==> src/rtl/cmp_iter.sv <==
// Multi-cycle add/compare: processes CHUNK bits per cycle LSB first with a rippled carry,
// returning result, {N,Z,C,V} and signed/unsigned less-than over valid/ready handshakes.
//
// state | meaning
// IDLE  | in_ready high, waiting for operands
// RUN   | one chunk of A + B' + carry per cycle
// DONE  | out_valid high, outputs held until out_ready
module cmp_iter #(
  parameter int WIDTH = 32,
  parameter int CHUNK = 8
) (
  input  logic             clk,
  input  logic             rst_n,
  input  logic             in_valid,
  output logic             in_ready,
  input  logic [WIDTH-1:0] In1,
  input  logic [WIDTH-1:0] In2,
  input  logic             S,
  output logic             out_valid,
  input  logic             out_ready,
  output logic [WIDTH-1:0] result,
  output logic [3:0]       flag,
  output logic             lt_s,
  output logic             lt_u
);

  localparam int NCHUNK = WIDTH / CHUNK;
  localparam int CW     = (NCHUNK > 1) ? $clog2(NCHUNK) : 1;
  localparam logic [CW-1:0] LAST = CW'(NCHUNK - 1);

  typedef enum logic [1:0] {IDLE, RUN, DONE} state_t;

  state_t            state_q;
  logic [WIDTH-1:0]  a_q, b_q;
  logic              s_q, carry_q, zacc_q;
  logic [CW-1:0]     cnt_q;

  int                shamt;
  logic [CHUNK-1:0]  a_i, b_i, r;
  logic [CHUNK:0]    sum;
  logic              c_out, n_bit, z_bit, v_bit;
  logic [WIDTH-1:0]  chunk_mask, r_ext;

  assign in_ready = (state_q == IDLE);

  always_comb begin
    shamt      = CHUNK * int'(cnt_q);
    a_i        = CHUNK'(a_q >> shamt);
    b_i        = CHUNK'(b_q >> shamt);
    sum        = {1'b0, a_i} + {1'b0, b_i} + {{CHUNK{1'b0}}, carry_q};
    r          = sum[CHUNK-1:0];
    c_out      = sum[CHUNK];
    chunk_mask = WIDTH'({CHUNK{1'b1}}) << shamt;
    r_ext      = WIDTH'(r) << shamt;
    n_bit      = r[CHUNK-1];
    z_bit      = zacc_q & (r == '0);
    // B' already holds ~In2 for subtract, so V compares against the inverted operand
    v_bit      = (a_q[WIDTH-1] == b_q[WIDTH-1]) & (r[CHUNK-1] != a_q[WIDTH-1]);
  end

  always_ff @(posedge clk or negedge rst_n) begin
    if (!rst_n) begin
      state_q   <= IDLE;
      a_q       <= '0;
      b_q       <= '0;
      s_q       <= 1'b0;
      carry_q   <= 1'b0;
      zacc_q    <= 1'b1;
      cnt_q     <= '0;
      out_valid <= 1'b0;
      result    <= '0;
      flag      <= 4'b0000;
      lt_s      <= 1'b0;
      lt_u      <= 1'b0;
    end else begin
      case (state_q)
        IDLE: begin
          if (in_valid) begin
            a_q     <= In1;
            b_q     <= S ? ~In2 : In2;
            s_q     <= S;
            carry_q <= S;
            zacc_q  <= 1'b1;
            cnt_q   <= '0;
            state_q <= RUN;
          end
        end
        RUN: begin
          result  <= (result & ~chunk_mask) | r_ext;
          carry_q <= c_out;
          zacc_q  <= zacc_q & (r == '0);
          if (cnt_q == LAST) begin
            flag      <= {n_bit, z_bit, c_out, v_bit};
            lt_s      <= s_q & (n_bit ^ v_bit);
            lt_u      <= s_q & ~c_out;
            out_valid <= 1'b1;
            state_q   <= DONE;
          end else begin
            cnt_q <= cnt_q + CW'(1);
          end
        end
        DONE: begin
          if (out_ready) begin
            out_valid <= 1'b0;
            state_q   <= IDLE;
          end
        end
        default: state_q <= IDLE;
      endcase
    end
  end

endmodule

==> config.mk <==
export PLATFORM = sky130hd
export DESIGN_NAME = cmp_iter
export DESIGN_NICKNAME = d
export VERILOG_FILES = /design/src/rtl/cmp_iter.sv
export SDC_FILE = /design/constraint.sdc
export NUM_CORES = 1
export LEC_CHECK = 0
export BUFFER_PORTS_ARGS = -buffer_cell sky130_fd_sc_hd__buf_4
export CAP_MARGIN = 5
export CORE_UTILIZATION = 25
export CTS_BUF_LIST = sky130_fd_sc_hd__clkbuf_16
export CTS_CLUSTER_SIZE = 24
export DETAILED_ROUTE_END_ITERATION = 7
export PLACE_DENSITY = 0.4
export REMOVE_ABC_BUFFERS = 1
export SKIP_CTS_REPAIR_TIMING = 1
export SLEW_MARGIN = 20
export SYNTH_ARGS = -nofsm -noshare
export SYNTH_HDL_FRONTEND = slang
export SYNTH_SLANG_ARGS = --single-unit
export TNS_END_PERCENT = 100
==> constraint.sdc <==
create_clock -name clk -period 3.68 [get_ports clk]
set_input_delay 0.552 -clock clk [delete_from_list [all_inputs] [get_ports clk]]
set_output_delay 0.552 -clock clk [all_outputs]
set_load 0.005 [all_outputs]
==> results.md, run 1 <==
- The run finished with clean final reports.
- The height of the die is between 100 and 150 um.
- The number of clock buffers inserted by TritonCTS is 9.
- The peak supply drop is about 470 uV.
- For the pin with the worst max-slew slack, the measured transition is between 1 and 1.5 ns.
- 0 antenna diodes ended up in the layout.
- The max-capacitance violation count is 0.
- The number of ports placed on the die boundary is ~110.
- In this run the power density over the cells is ~1100 nW/um2.
- The CTS tree is built.
- In this run, the combinational gates consume a little under three fifths of the power.
- Of the cells placed in the final design, the portion with a size suffix greater than 1 is 34.2%.
- The hold violation count in the final report is 0.
- Overall power consumption after layout is estimated at 7.45 mW.
- The post-route antenna net violation count is 0.
- The switching power total is a little over 3 mW.
- The routed wire length per instance is 16.1 um.
- Before antenna repair, the detailed router went through 4 iterations.
- The first routing iteration left around 220 violations.
- The clock net in this run drives a total of 110 sinks.
- The detailed router placed between 3000 and 4000 vias in this run.
- The initial antenna violation count is 0.
- Setup repair after global routing left no endpoint under its margin.
- The net switching fraction of the power is a little over two fifths.
- Setup total negative slack on the finished layout was measured at 0 ns.
- Cell internal power was estimated by the tool at 4.35 mW.
- For this block, the routed nets add up to 13200 um of wire.
- The clock period could shrink to roughly 3.2 ns.
- Summed over all layers, the global routing overflow is 0.
- The headroom to the max-slew limit is between 30% and 40%.
- The number of global-route vias before repair came to roughly 3800.
- The initialized floorplan defines 52 standard-cell rows.
- The chip width is about 150 um.
- STA puts the critical path data arrival time at roughly 3.5 ns.
- The HPWL after detailed placement is ~9700 um.
- The highest attainable clock frequency is between 0.3 and 0.4 GHz.
- Buffers placed on the I/O ports in this run total between 100 and 150.
- The number of warnings issued by yosys is 0.
- The netlist area before placement is 5170 um2.
- The total global routing track utilization is a little over an eighth.
- The clock transition time at the flip-flop clock pins of the worst setup and hold paths is ~0.080 ns.
- The floorplan step defined a die boundary enclosing about 21000 um2.
- The netlist uses 41 different library cells.
- The biggest fanout along the worst timing path is 14.
- The first global-routing pass estimated approximately 22000 um of wire.
- The share of the core filled with cells is ~33%.
- Of the available clock period, the critical path in the final layout requires between 80% and 90%.
- The initial utilization of the core area, before any placement, comes to 25.5%.
- The leakage power is approximately 2.9 nW.
- Setup violations remaining at the end of the flow were counted as 0.
- After filler insertion, the fill cell instance count of the layout stands at 2057.
- The later pin in the worst-skew pair is clocked with a latency of 0.36 ns.
- Summing the sequential cell areas from Yosys gives 53.3% of the chip area.
- The number of slew-limit violations in the final report was 0.
- The kind of critical path is reg2reg.
- The number of DRC violations after detailed routing is 0.
- The worst clock skew is roughly 0.01 ns.
- After synthesis the netlist holds a flip-flop and latch count of 110.
- The sequential fraction of design power is between 20% and 30%.
- The mean instance size in the synthesized netlist is 11.6 um2.
- In this run the worst hold path is classified as in2async.
- The largest net degree at the start of global routing is 88.
- In the final design database the tool counted between 600 and 700 nets.
- The relative contribution of the clock network to total power is ~15%.
- CTS built an H-tree with a depth of 3.
- STA classifies the critical path endpoint as a flip-flop.
- Final hold analysis gives a worst-case slack of about 0.24 ns.
- The worst setup slack after placement is roughly 0.43 ns.
- The routability congestion estimate from global placement is about 0.82.
- The final setup slack of the worst path is around 0.49 ns.
- The layout-stage area growth over the synthesis result is 28.0%.
- The core region area is between 20000 and 25000 um2.
- The clock tree root driver cell is sky130_fd_sc_hd__clkbuf_16.
- The largest buffer count on any clock path is 2.
- The worst endpoint required time is roughly 4.0 ns.
- Synthesis produced a netlist whose cell count is 444.
- The kind of start point of the critical path is a flip-flop.
- Using the TritonRoute via totals, the vias-per-cell ratio works out to 4.44.
## worst paths after layout
| kind | start | to | slack [ns] | cells past startpoint |
|---|---|---|---|---|
| setup / recovery | cnt_q[0] | lt_s | 0.49 | 9 |
| hold / removal | rst_n | state_q[1] | 0.24 | 1 |
| setup reg to reg | cnt_q[0] | lt_s | 0.49 | 9 |
| hold reg to reg | result[17] | result[17] | 0.48 | 2 |
| max in group asynchronous | rst_n | zacc_q | 2.67 | 2 |
| min in group clk | out_ready | state_q[1] | 0.38 | 2 |
## cells in the final DEF, fill, tap and decap left out, types with 2 or more instances in the layout
cell | Yosys | routed
sky130_fd_sc_hd__nor2_1 | 43 | 43
sky130_fd_sc_hd__nor3_1 | 2 | 2
sky130_fd_sc_hd__inv_6 | 0 | 2
sky130_fd_sc_hd__nand4_1 | 3 | 3
sky130_fd_sc_hd__buf_4 | 0 | 114
sky130_fd_sc_hd__clkbuf_16 | 0 | 9
sky130_fd_sc_hd__xor2_1 | 2 | 2
sky130_fd_sc_hd__nand3_1 | 4 | 4
sky130_fd_sc_hd__fa_1 | 2 | 2
sky130_fd_sc_hd__ha_1 | 11 | 11
sky130_fd_sc_hd__a21oi_1 | 35 | 35
sky130_fd_sc_hd__mux4_2 | 16 | 16
sky130_fd_sc_hd__mux2_2 | 32 | 32
sky130_fd_sc_hd__nand2_1 | 45 | 45
sky130_fd_sc_hd__o21ai_1 | 3 | 3
sky130_fd_sc_hd__a22o_1 | 8 | 8
sky130_fd_sc_hd__o21ai_0 | 33 | 33
sky130_fd_sc_hd__a21o_1 | 2 | 2
sky130_fd_sc_hd__xnor2_1 | 35 | 35
sky130_fd_sc_hd__dfrtp_1 | 109 | 109
sky130_fd_sc_hd__nor2b_1 | 4 | 4
sky130_fd_sc_hd__inv_1 | 14 | 14
sky130_fd_sc_hd__bufinv_16 | 0 | 3
## synth_stat cells, drive strengths merged
cell     instances  area, um2
a21o             2       15.0
a21oi           35        175
a221o            1       11.3
a221oi           1       8.76
a22o             8       70.1
and2             1       6.26
buf             15       83.8
clkbuf           8       30.0
dfrtp          109       2730
dfstp            1       26.3
fa               2       40.0
ha              11        138
inv             14       52.6
maj3             1       11.3
mux2            32        360
mux2i            1       10.0
mux4            16        360
nand2           45        169
nand3            4       20.0
nand3b           1       7.51
nand4            3       18.8
nor2            43        161
nor2b            4       25.0
nor3             3       20.0
o2111ai          2       41.3
o211ai           1       7.51
o21ai           37        189
o311ai           1       16.3
o31ai            2       20.0
o41ai            1       8.76
or2              2       12.5
xnor2           35        307
xor2             2       17.5
## registers in the layout (all words and copies together), names as in the netlist
register and flops:
s_q 1, lt_u 1, result 32, lt_s 1, zacc_q 1, carry_q 1, cnt_q 2, out_valid 1
flag 4, a_q 32, b_q 32, state_q 2
## per-stage QoR
| stage | area [um2] | instances |
|---|---|---|
| after floorplan | 5050 | 421 |
| after global placement | 6270 | 806 |
| after detailed placement | 6270 | 806 |
| after CTS | 6610 | 822 |
| after global routing | 6610 | 822 |
| final | 6610 | 822 |
## power groups by stage
stage | Combinational [mW] | Sequential (mW) | Clock [mW]
2_1_floorplan | 2.70 | 2.14 | 0
3_3_place_gp | 4.10 | 2.25 | 0
3_5_place_dp | 4.18 | 2.24 | 0
4_1_cts | 4.20 | 2.22 | 1.17
5_1_grt | 4.61 | 2.29 | 1.21
6_report | 4.12 | 2.20 | 1.13
## cell type report
type | count | area [um2] | area share [%]
timing repair buffer | 115 | 876 | 13.2
clock buffer | 9 | 225 | 3.41
multi-input combinational | 297 | 2250 | 34.0
inverter | 14 | 52.6 | 0.795
sequential | 110 | 2750 | 41.6
clock inverter | 7 | 119 | 1.80
tap | 270 | 338 | 5.11
## routing by layer
| layer | share of wire [%] | global-route usage, % | vias to the layer above |
|---|---|---|---|
| li1 | - | - | 1748 |
| met1 | 50 | 19.6 | 1794 |
| met2 | 44 | 19.0 | 95 |
| met3 | 4.1 | 2.63 | 14 |
| met4 | 1.9 | 5.63 | 0 |
| met5 | 0 | 0 | - |
## cells by family after synthesis
logic type	Yosys count	synth area share [%]
muxes	49	14.1
buffers and inverters	37	3.22
DFF	110	53.3
and+or+nand+nor	106	8.52
adders and majority gates	14	3.66
xor gates and xnor gates	37	6.27
AOI/OAI and AO/OA	91	10.9
## critical path, stage by stage (launching register included)
cell and delay (ns):
sky130_fd_sc_hd__dfrtp_1 0.52, sky130_fd_sc_hd__buf_4 0.33, sky130_fd_sc_hd__mux4_2 0.55, sky130_fd_sc_hd__ha_1 0.32, sky130_fd_sc_hd__nor2b_1 0.14, sky130_fd_sc_hd__o2111ai_2 0.23, sky130_fd_sc_hd__a221o_2 0.24, sky130_fd_sc_hd__o2111ai_4 0.22
sky130_fd_sc_hd__maj3_2 0.37, sky130_fd_sc_hd__o31ai_2 0.17
Note: power is estimated with default switching activity, not from simulation.
==> inputs of run 2 (changes only) <==
- REMOVE_ABC_BUFFERS: 1 -> default
- SLEW_MARGIN: 20 -> 15
==> results.md, run 2 (synthesis gave the netlist of run 1 again) <==
- After the flow finishes, the layout carries non-filler instances totaling 821.
- The largest single stage delay on the critical path is ~0.48 ns.
- Headroom to the max-slew limit came out at between 20 and 30%.
- In the layout the commonest cells are 112 x sky130_fd_sc_hd__buf_4, 109 x sky130_fd_sc_hd__dfrtp_1, 45 x sky130_fd_sc_hd__nand2_1, 43 x sky130_fd_sc_hd__nor2_1.
- The cell seen most often among critical-path stages is sky130_fd_sc_hd__fa_1.
- The total via count in the routed design is around 3600.
- In the final routed layout, each cell accounts on average for 15.7 um.
- The capturing element type of the critical path is a flip-flop.
- Relative to the synthesized area, the layout overhead comes to 27.7%.
- The internal power is around 4.3 mW.
- The number of vias per cell is roughly 4.4.
- Among all stages on the critical path, the largest delay is contributed by sky130_fd_sc_hd__dfrtp_1.
- For the worst setup path, the data required time is just under 4 ns.
- The floorplan has 52 rows.
- At the end of routability-driven placement, the weighted congestion stood at approximately 0.75.
- The worst-skew pair later-pin latency is ~0.36 ns.
- The cell count after placement is between 800 and 900.
- The tightest hold path in the finished design has a slack of 0.231 ns.
- Of the total power, registers draw 29.8%.
- The count of buffer and inverter cells on the critical path is 2.
- The chip width is roughly 150 um.
- The worst clock skew is 0.00820 ns.
- Of all nets on the critical path, the largest fanout is 18.
- The number of filler cells placed in the layout is slightly above 2000.
- The largest buffer count on any clock path is 2.
- The flow ran to the end, and the final reports show no timing, DRC or antenna violations.
- The number of nets at the end of the flow is between 600 and 700.
- The core region area is roughly 20000 um2.
- The final critical path takes up a little over four fifths of the cycle.
- The hold violation count in the final report is 0.
- The signal on the critical path passes through buf_12 > mux4_2 > inv_1 > fa_1 > fa_1 > nor2b_1 > o211ai_1 > a21oi_1 > xnor2_1 > nand4_1 > o21ai_1.
- Net switching is between 40% and 50% of the power.
- The kind of critical path is reg2reg.
- The worst path needs approximately 3.1 ns of the cycle, external delays included.
- Synthesis produced a netlist with a net count of ~530.
- The largest net degree at the start of global routing is 103.
- The level count of the clock H-tree is 3.
- The total iterations of the first detailed-routing run is 4.
- Summed over all layers, the global routing overflow is 0.
- The peak supply drop is between 700 and 800 uV.
- The overall die area is ~21000 um2.
- The effective utilization at floorplan is around a quarter.
- For the pin with the worst max-slew slack, the measured transition is 1.10 ns.
- The number of buffer cells added on primary ports is approximately 110.
- The share of the core filled with cells is around a third.
- The power per unit of standard cell area is 1120 nW/um2.
- Wires add up to about 13000 um.
- The most common library cell in the layout ignoring fill and taps is sky130_fd_sc_hd__buf_4.
- In this run, the combinational gates consume between 50% and 60% of the power.
- Once detail routing completed, the nets flagged for antenna violations numbered 0.
- The number of clock buffers inserted by TritonCTS is 9.
- The initial antenna violation count was 0.
- Setup repair after global routing left no endpoint under its margin.
- The data arrival time at the worst-slack endpoint is ~3.4 ns.
- The number of ports placed on the die boundary is between 100 and 150.
- The total global routing track utilization is between 10% and 20%.
- The number of global-route vias before repair is 3695.
- The highest attainable clock frequency is around 0.32 GHz.
- The max-capacitance violation count is 0.
- Summed over all nets, the switching power comes to between 3 and 4 mW.
- In this run the static leakage power is 2.86 nW.
- The setup TNS after final layout is 0 ns.
- The relative contribution of the clock network to total power is between 10 and 15%.
- The number of DRC violations after detailed routing is 0.
- The root buffer cell chosen for the clock tree is sky130_fd_sc_hd__clkbuf_16.
- The largest registers in the layout are a_q (32), b_q (32), result (32).
- The antenna diode instance count is 0.
- The share of layout cells above drive strength 1 is 34.1%.
- The total of endpoints with negative setup slack in the final report is 0.
- TritonCTS built the clock tree.
- The kind of cell with the highest combined delay along the critical path is adder cells.
- The number of slew-limit violations in the final report is 0.
- The tightest min-delay check is of the in2async type.
- The clock net in this run drives a total of 110 sinks.
- The area of placed instances is between 6000 and 7000 um2.
- The first-pass GRT wire length is roughly 21000 um.
- The HPWL after detailed placement is 9660 um.
- The height of the die is between 100 and 150 um.
- The clock transition time at the flip-flop clock pins of the worst setup and hold paths is approximately 0.07 ns.
- The worst setup path is launched from a flip-flop.
- The cell area after layout is approximately 6600 um2.
- The number of DRC markers in iteration 0 is 160.
==> run 2: cell types whose count changed in the layout (fill, tap and decap cells not counted) <==
cell,previous run,this run
sky130_fd_sc_hd__clkinvlp_4,1,2
sky130_fd_sc_hd__bufinv_16,3,2
sky130_fd_sc_hd__buf_4,114,112
sky130_fd_sc_hd__clkinv_4,0,1
sky130_fd_sc_hd__buf_12,1,2
sky130_fd_sc_hd__inv_6,2,1
==> run 2: per-stage QoR <==
step / total power, mW / worst slack, ns
after floorplan: 4.89 / 0.639
final: 7.38 / 0.575
after CTS: 7.49 / 0.553
after global placement: 6.33 / 0.652
after global routing: 7.99 / 0.320
after detailed placement: 6.42 / 0.578
==> run 2: layout make-up <==
class	instances	area, um2	share of cell area, %
clock buffers	9	225	3.41
clock inverters	7	96.3	1.46
inverters	14	52.6	0.797
multi-input cells	297	2250	34.1
flip-flops and latches	110	2750	41.7
well taps	270	338	5.12
repair buffers	114	881	13.4
==> run 2: path summary, 6_finish.rpt <==
path | from | end | slack (ns) | cells past startpoint
max in group asynchronous | rst_n | zacc_q | 2.68 | 2
setup reg to reg | cnt_q[0] | flag[2] | 0.57 | 11
hold reg to reg | result[8] | result[8] | 0.48 | 2
setup / recovery | cnt_q[0] | flag[2] | 0.57 | 11
min in group clk | out_ready | state_q[1] | 0.37 | 2
hold / removal | rst_n | result[12] | 0.23 | 1
==> run 2: layer usage <==
| layer | vias up | routed length (um) | track usage, % |
|---|---|---|---|
| li1 | 1744 | - | - |
| met3 | 11 | 645 | 3.45 |
| met4 | 0 | 150 | 3.95 |
| met1 | 1737 | 6000 | 16.8 |
| met5 | - | 0 | 0 |
| met2 | 84 | 6120 | 20.3 |
==> run 2: power groups by stage <==
| stage | Combinational, mW | Clock (mW) | Sequential, mW |
|---|---|---|---|
| finish | 4.12 | 1.06 | 2.20 |
| detailed placement | 4.18 | 0 | 2.24 |
| global placement | 4.09 | 0 | 2.24 |
| floorplan | 2.82 | 0 | 2.07 |
| global route | 4.58 | 1.13 | 2.28 |
| CTS | 4.19 | 1.09 | 2.22 |
==> run 2: worst register-to-register path, cell delays in order, from the launching register on <==
cell                       delay, ns
sky130_fd_sc_hd__dfrtp_1        0.48
sky130_fd_sc_hd__buf_12         0.21
sky130_fd_sc_hd__mux4_2         0.34
sky130_fd_sc_hd__inv_1          0.05
sky130_fd_sc_hd__fa_1           0.46
sky130_fd_sc_hd__fa_1           0.42
sky130_fd_sc_hd__nor2b_1        0.16
sky130_fd_sc_hd__o211ai_1       0.13
sky130_fd_sc_hd__a21oi_1        0.19
sky130_fd_sc_hd__xnor2_1        0.24
sky130_fd_sc_hd__nand4_1        0.18
sky130_fd_sc_hd__o21ai_1        0.15
==> inputs of run 3 (changes only) <==
- ABC_AREA: default -> 1
- PLACE_DENSITY: 0.4 -> 0.39
- clock period: 3.68 -> 2.9 ns (I/O delays scaled with it)
==> results.md, run 3 <==
- The highest attainable clock frequency is 0.373 GHz.
- For this run, asynchronously set or reset flops after synthesis account for 100%.
- The largest individual stage delay along the critical path comes from the cell sky130_fd_sc_hd__fa_1.
- The post-route antenna net violation count is 0.
- Ranked by instance count, the synthesized netlist is headed by 232 x sky130_fd_sc_hd__nand2_1, 109 x sky130_fd_sc_hd__dfrtp_1, 65 x sky130_fd_sc_hd__o21ai_0, 33 x sky130_fd_sc_hd__xnor2_1, 32 x sky130_fd_sc_hd__nor2_1.
- The number of different library cells used by synthesis comes to 34.
- The net count of the finished layout is slightly above 800.
- The adder-cell share of the synthesized area is approximately 3.2%.
- The largest net degree at the start of global routing is about 100.
- The netlist area before placement is 5570 um2.
- The area growth from synthesis to layout is 24.6%.
- The post-route fraction of the period consumed by the critical path is a little over 90%.
- TritonCTS built the clock tree.
- The initial antenna violation count is 0.
- Of the total synthesized cell area, the portion taken by AND, OR, NAND and NOR gates is 22.6%.
- The worst clock skew is 0.00863 ns.
- Setup violations remaining at the end of the flow were counted as 0.
- Global routing used 14.5% of the available tracks.
- In the final layout, the registers with the most flip-flops are a_q (32), b_q (32), result (32).
- The number of nets handed over by synthesis was 727.
- Leaving out fill and tap cells, the most frequent cell in the layout is sky130_fd_sc_hd__nand2_1.
- The area fraction in compound gates after synthesis is between 10% and 20%.
- The number of clock buffers inserted by TritonCTS is 9.
- The XOR/XNOR share of the synthesized area is between 5 and 6%.
- The run finished with clean final reports.
- The largest buffer count on any clock path is 2.
- The signal on the critical path passes through buf_12 > nand2_1 > a32o_1 > fa_1 > fa_1 > inv_1 > nand2_1 > nand2_2 > nand3_2 > nand2_1 > nand2_1 > nand2_2 > inv_2 > nand2_1 > o21ai_2.
- The sequential area share after synthesis is between 40% and 50%.
- The initialized floorplan defines between 50 and 60 standard-cell rows.
- In the synthesized netlist the dominant register cell turns out to be sky130_fd_sc_hd__dfrtp_1.
- After detailed routing, the total wire length is around 16000 um.
- After floorplanning, the core was sized to cover around 22000 um2.
- The number of vias per cell is about 4.3.
- In this run the static leakage power is about 3.4 nW.
- In the post-synthesis netlist, the cell with the most instances is sky130_fd_sc_hd__nand2_1.
- The portion of netlist area occupied by mux cells is 0%.
- The actual transition at the worst max-transition pin is 0.873 ns.
- The path class of the tightest hold or removal check is in2async.
- The biggest area contributor in the post-synthesis netlist is sky130_fd_sc_hd__dfrtp_1.
- Summed over all nets, the half-perimeter wirelength after detailed placement is between 10000 and 15000 um.
- For the final routed database, the setup TNS stands at 0 ns.
- In the post-synthesis netlist, the biggest area contributors are sky130_fd_sc_hd__dfrtp_1 49%, sky130_fd_sc_hd__nand2_1 16%, sky130_fd_sc_hd__o21ai_0 5.8%.
- In this run the power density over the cells is between 1000 and 1500 nW/um2.
- Counting every sink on the clock net gives 110.
- The final period demand of the worst path is ~2.7 ns.
- The top cell types in the final layout, fill and taps aside, are 232 x sky130_fd_sc_hd__nand2_1, 120 x sky130_fd_sc_hd__buf_4, 109 x sky130_fd_sc_hd__dfrtp_1, 65 x sky130_fd_sc_hd__o21ai_0, 33 x sky130_fd_sc_hd__xnor2_1.
- The share of layout cells above drive strength 1 is about a quarter.
- In the final routed layout, each cell accounts on average for between 15 and 20 um.
- The total iterations of the first detailed-routing run is 4.
- Setup repair after global routing left no endpoint under its margin.
- Pin placement for this block handled between 100 and 150 I/O pins.
- 0 antenna diodes ended up in the layout.
- The first global-routing pass estimated around 25000 um of wire.
- The number of global-route vias before repair is 4563.
- The Yosys step of the flow raised 0 warnings.
- Counting stages on the worst path, the most repeated cell is sky130_fd_sc_hd__nand2_1.
- After synthesis, the mean cell area works out to between 8 and 9 um2.
- The final worst hold slack is between 0.1 and 0.15 ns.
- The headroom to the max-slew limit is around two fifths.
- The height of the die is approximately 150 um.
- The floorplan step defined a die boundary enclosing approximately 23000 um2.
- After clock tree synthesis, the clock-pin slew on the worst setup and hold paths is 0.08 ns.
- For this configuration, the core starts out at a cell density of around a quarter.
- The detailed router placed around 4500 vias in this run.
- Summed over all layers, the global routing overflow is 0.
- The largest single stage delay on the critical path is roughly 0.44 ns.
- Of the post-synthesis cell area, the dominant cell type holds 49.0%.
- For the worst setup path, the data required time is roughly 3.1 ns.
- The total power draw is between 9 and 10 mW.
- For the worst setup path, the data arrival time is 2.92 ns.
- Counting every instance in the synthesized netlist gives between 600 and 700.
- The routability congestion estimate from global placement is 0.780.
- The number of DRC violations after detailed routing is 0.
- Counting the fill cells in the layout gives approximately 2300.
- STA classifies the critical path startpoint as a flip-flop.
- The die is ~150 um wide.
- The clock reaches the later pin of the worst-skew pair after 0.36 ns.
- The count of state elements after synthesis is 110.
- In this run, synthesis inferred 0 flip-flops with an integrated enable.
- The hold violation count in the final report was 0.
- Port buffering added between 100 and 150 buffers.
- The number of slew-limit violations in the final report is 0.
- In this run the worst path has a maximum fanout of 34.
- The number of DRC markers in iteration 0 is about 180.
- The peak supply drop is between 400 and 500 uV.
- The clock tree root driver cell is sky130_fd_sc_hd__clkbuf_16.
- The max-capacitance violation count is 0.
- The H-tree was split into 3 levels.
- By startpoint and endpoint, the worst setup path is classified as reg2reg.
- The capturing element type of the critical path is a flip-flop.
- The largest family of logic cells by synthesized area is simple AND/OR/NAND/NOR gates.
==> run 3: routing by layer <==
layer	wire, um	GRT usage (%)	part of all wire (%)
met5	0	0	0
met4	187	4.35	1.2
met3	657	2.68	4.2
met2	7230	22.3	46
met1	7710	20.6	49
==> run 3: cells by family (layout without fill, tap and decap cells) <==
logic type,count (synthesis),after routing
simple gates,301,301
flops,110,110
buf+inv,66,170
compound gates,122,122
xor+xnor,33,33
fa+ha+maj,13,13
==> run 3: worst paths after layout <==
path	start	to	slack (ns)	cells past startpoint
worst max-delay path	cnt_q[0]	result[30]	0.22	15
worst min-delay path	rst_n	carry_q	0.12	1
worst max register to register	cnt_q[0]	result[30]	0.22	15
worst min register to register	out_valid	out_valid	0.48	2
max in group asynchronous	rst_n	result[13]	1.95	2
min in group clk	In1[27]	a_q[27]	0.27	3
==> run 3: critical path: cells and delay by family, from the launching register on <==
kind | cells | cell delay (ns)
AOI/OAI and AO/OA | 2 | 0.33
and+or+nand+nor | 8 | 0.59
DFF | 1 | 0.42
buffers and inverters | 3 | 0.35
adders and majority gates | 2 | 0.86
==> run 3: final cells by class <==
class | instances | area [um2] | share of cell area (%)
sequential | 110 | 2750 | 39.7
multi-input combinational | 469 | 2490 | 35.9
timing repair buffer | 121 | 921 | 13.3
tap | 280 | 350 | 5.05
clock buffer | 9 | 225 | 3.24
inverter | 33 | 126 | 1.82
clock inverter | 7 | 72.6 | 1.05
==> run 3: report_power, final <==
part / total (mW) / switching (mW) / internal (mW)
Clock: 1.26 / 0.589 / 0.674
Sequential: 2.73 / 0.463 / 2.27
Combinational: 5.63 / 3.55 / 2.07
Total: 9.62 / 4.61 / 5.01
==> run 3: stage by stage <==
stage          area (um2)  util [%]  instances  worst slack (ns)
2_1_floorplan        5570         -        645             0.250
3_3_place_gp         6650      30.4       1013             0.262
3_5_place_dp         6650      30.4       1013             0.229
4_1_cts              6940      31.8       1029             0.201
5_1_grt              6940      31.8       1029            0.0193
6_report             6940      31.8       1029             0.216
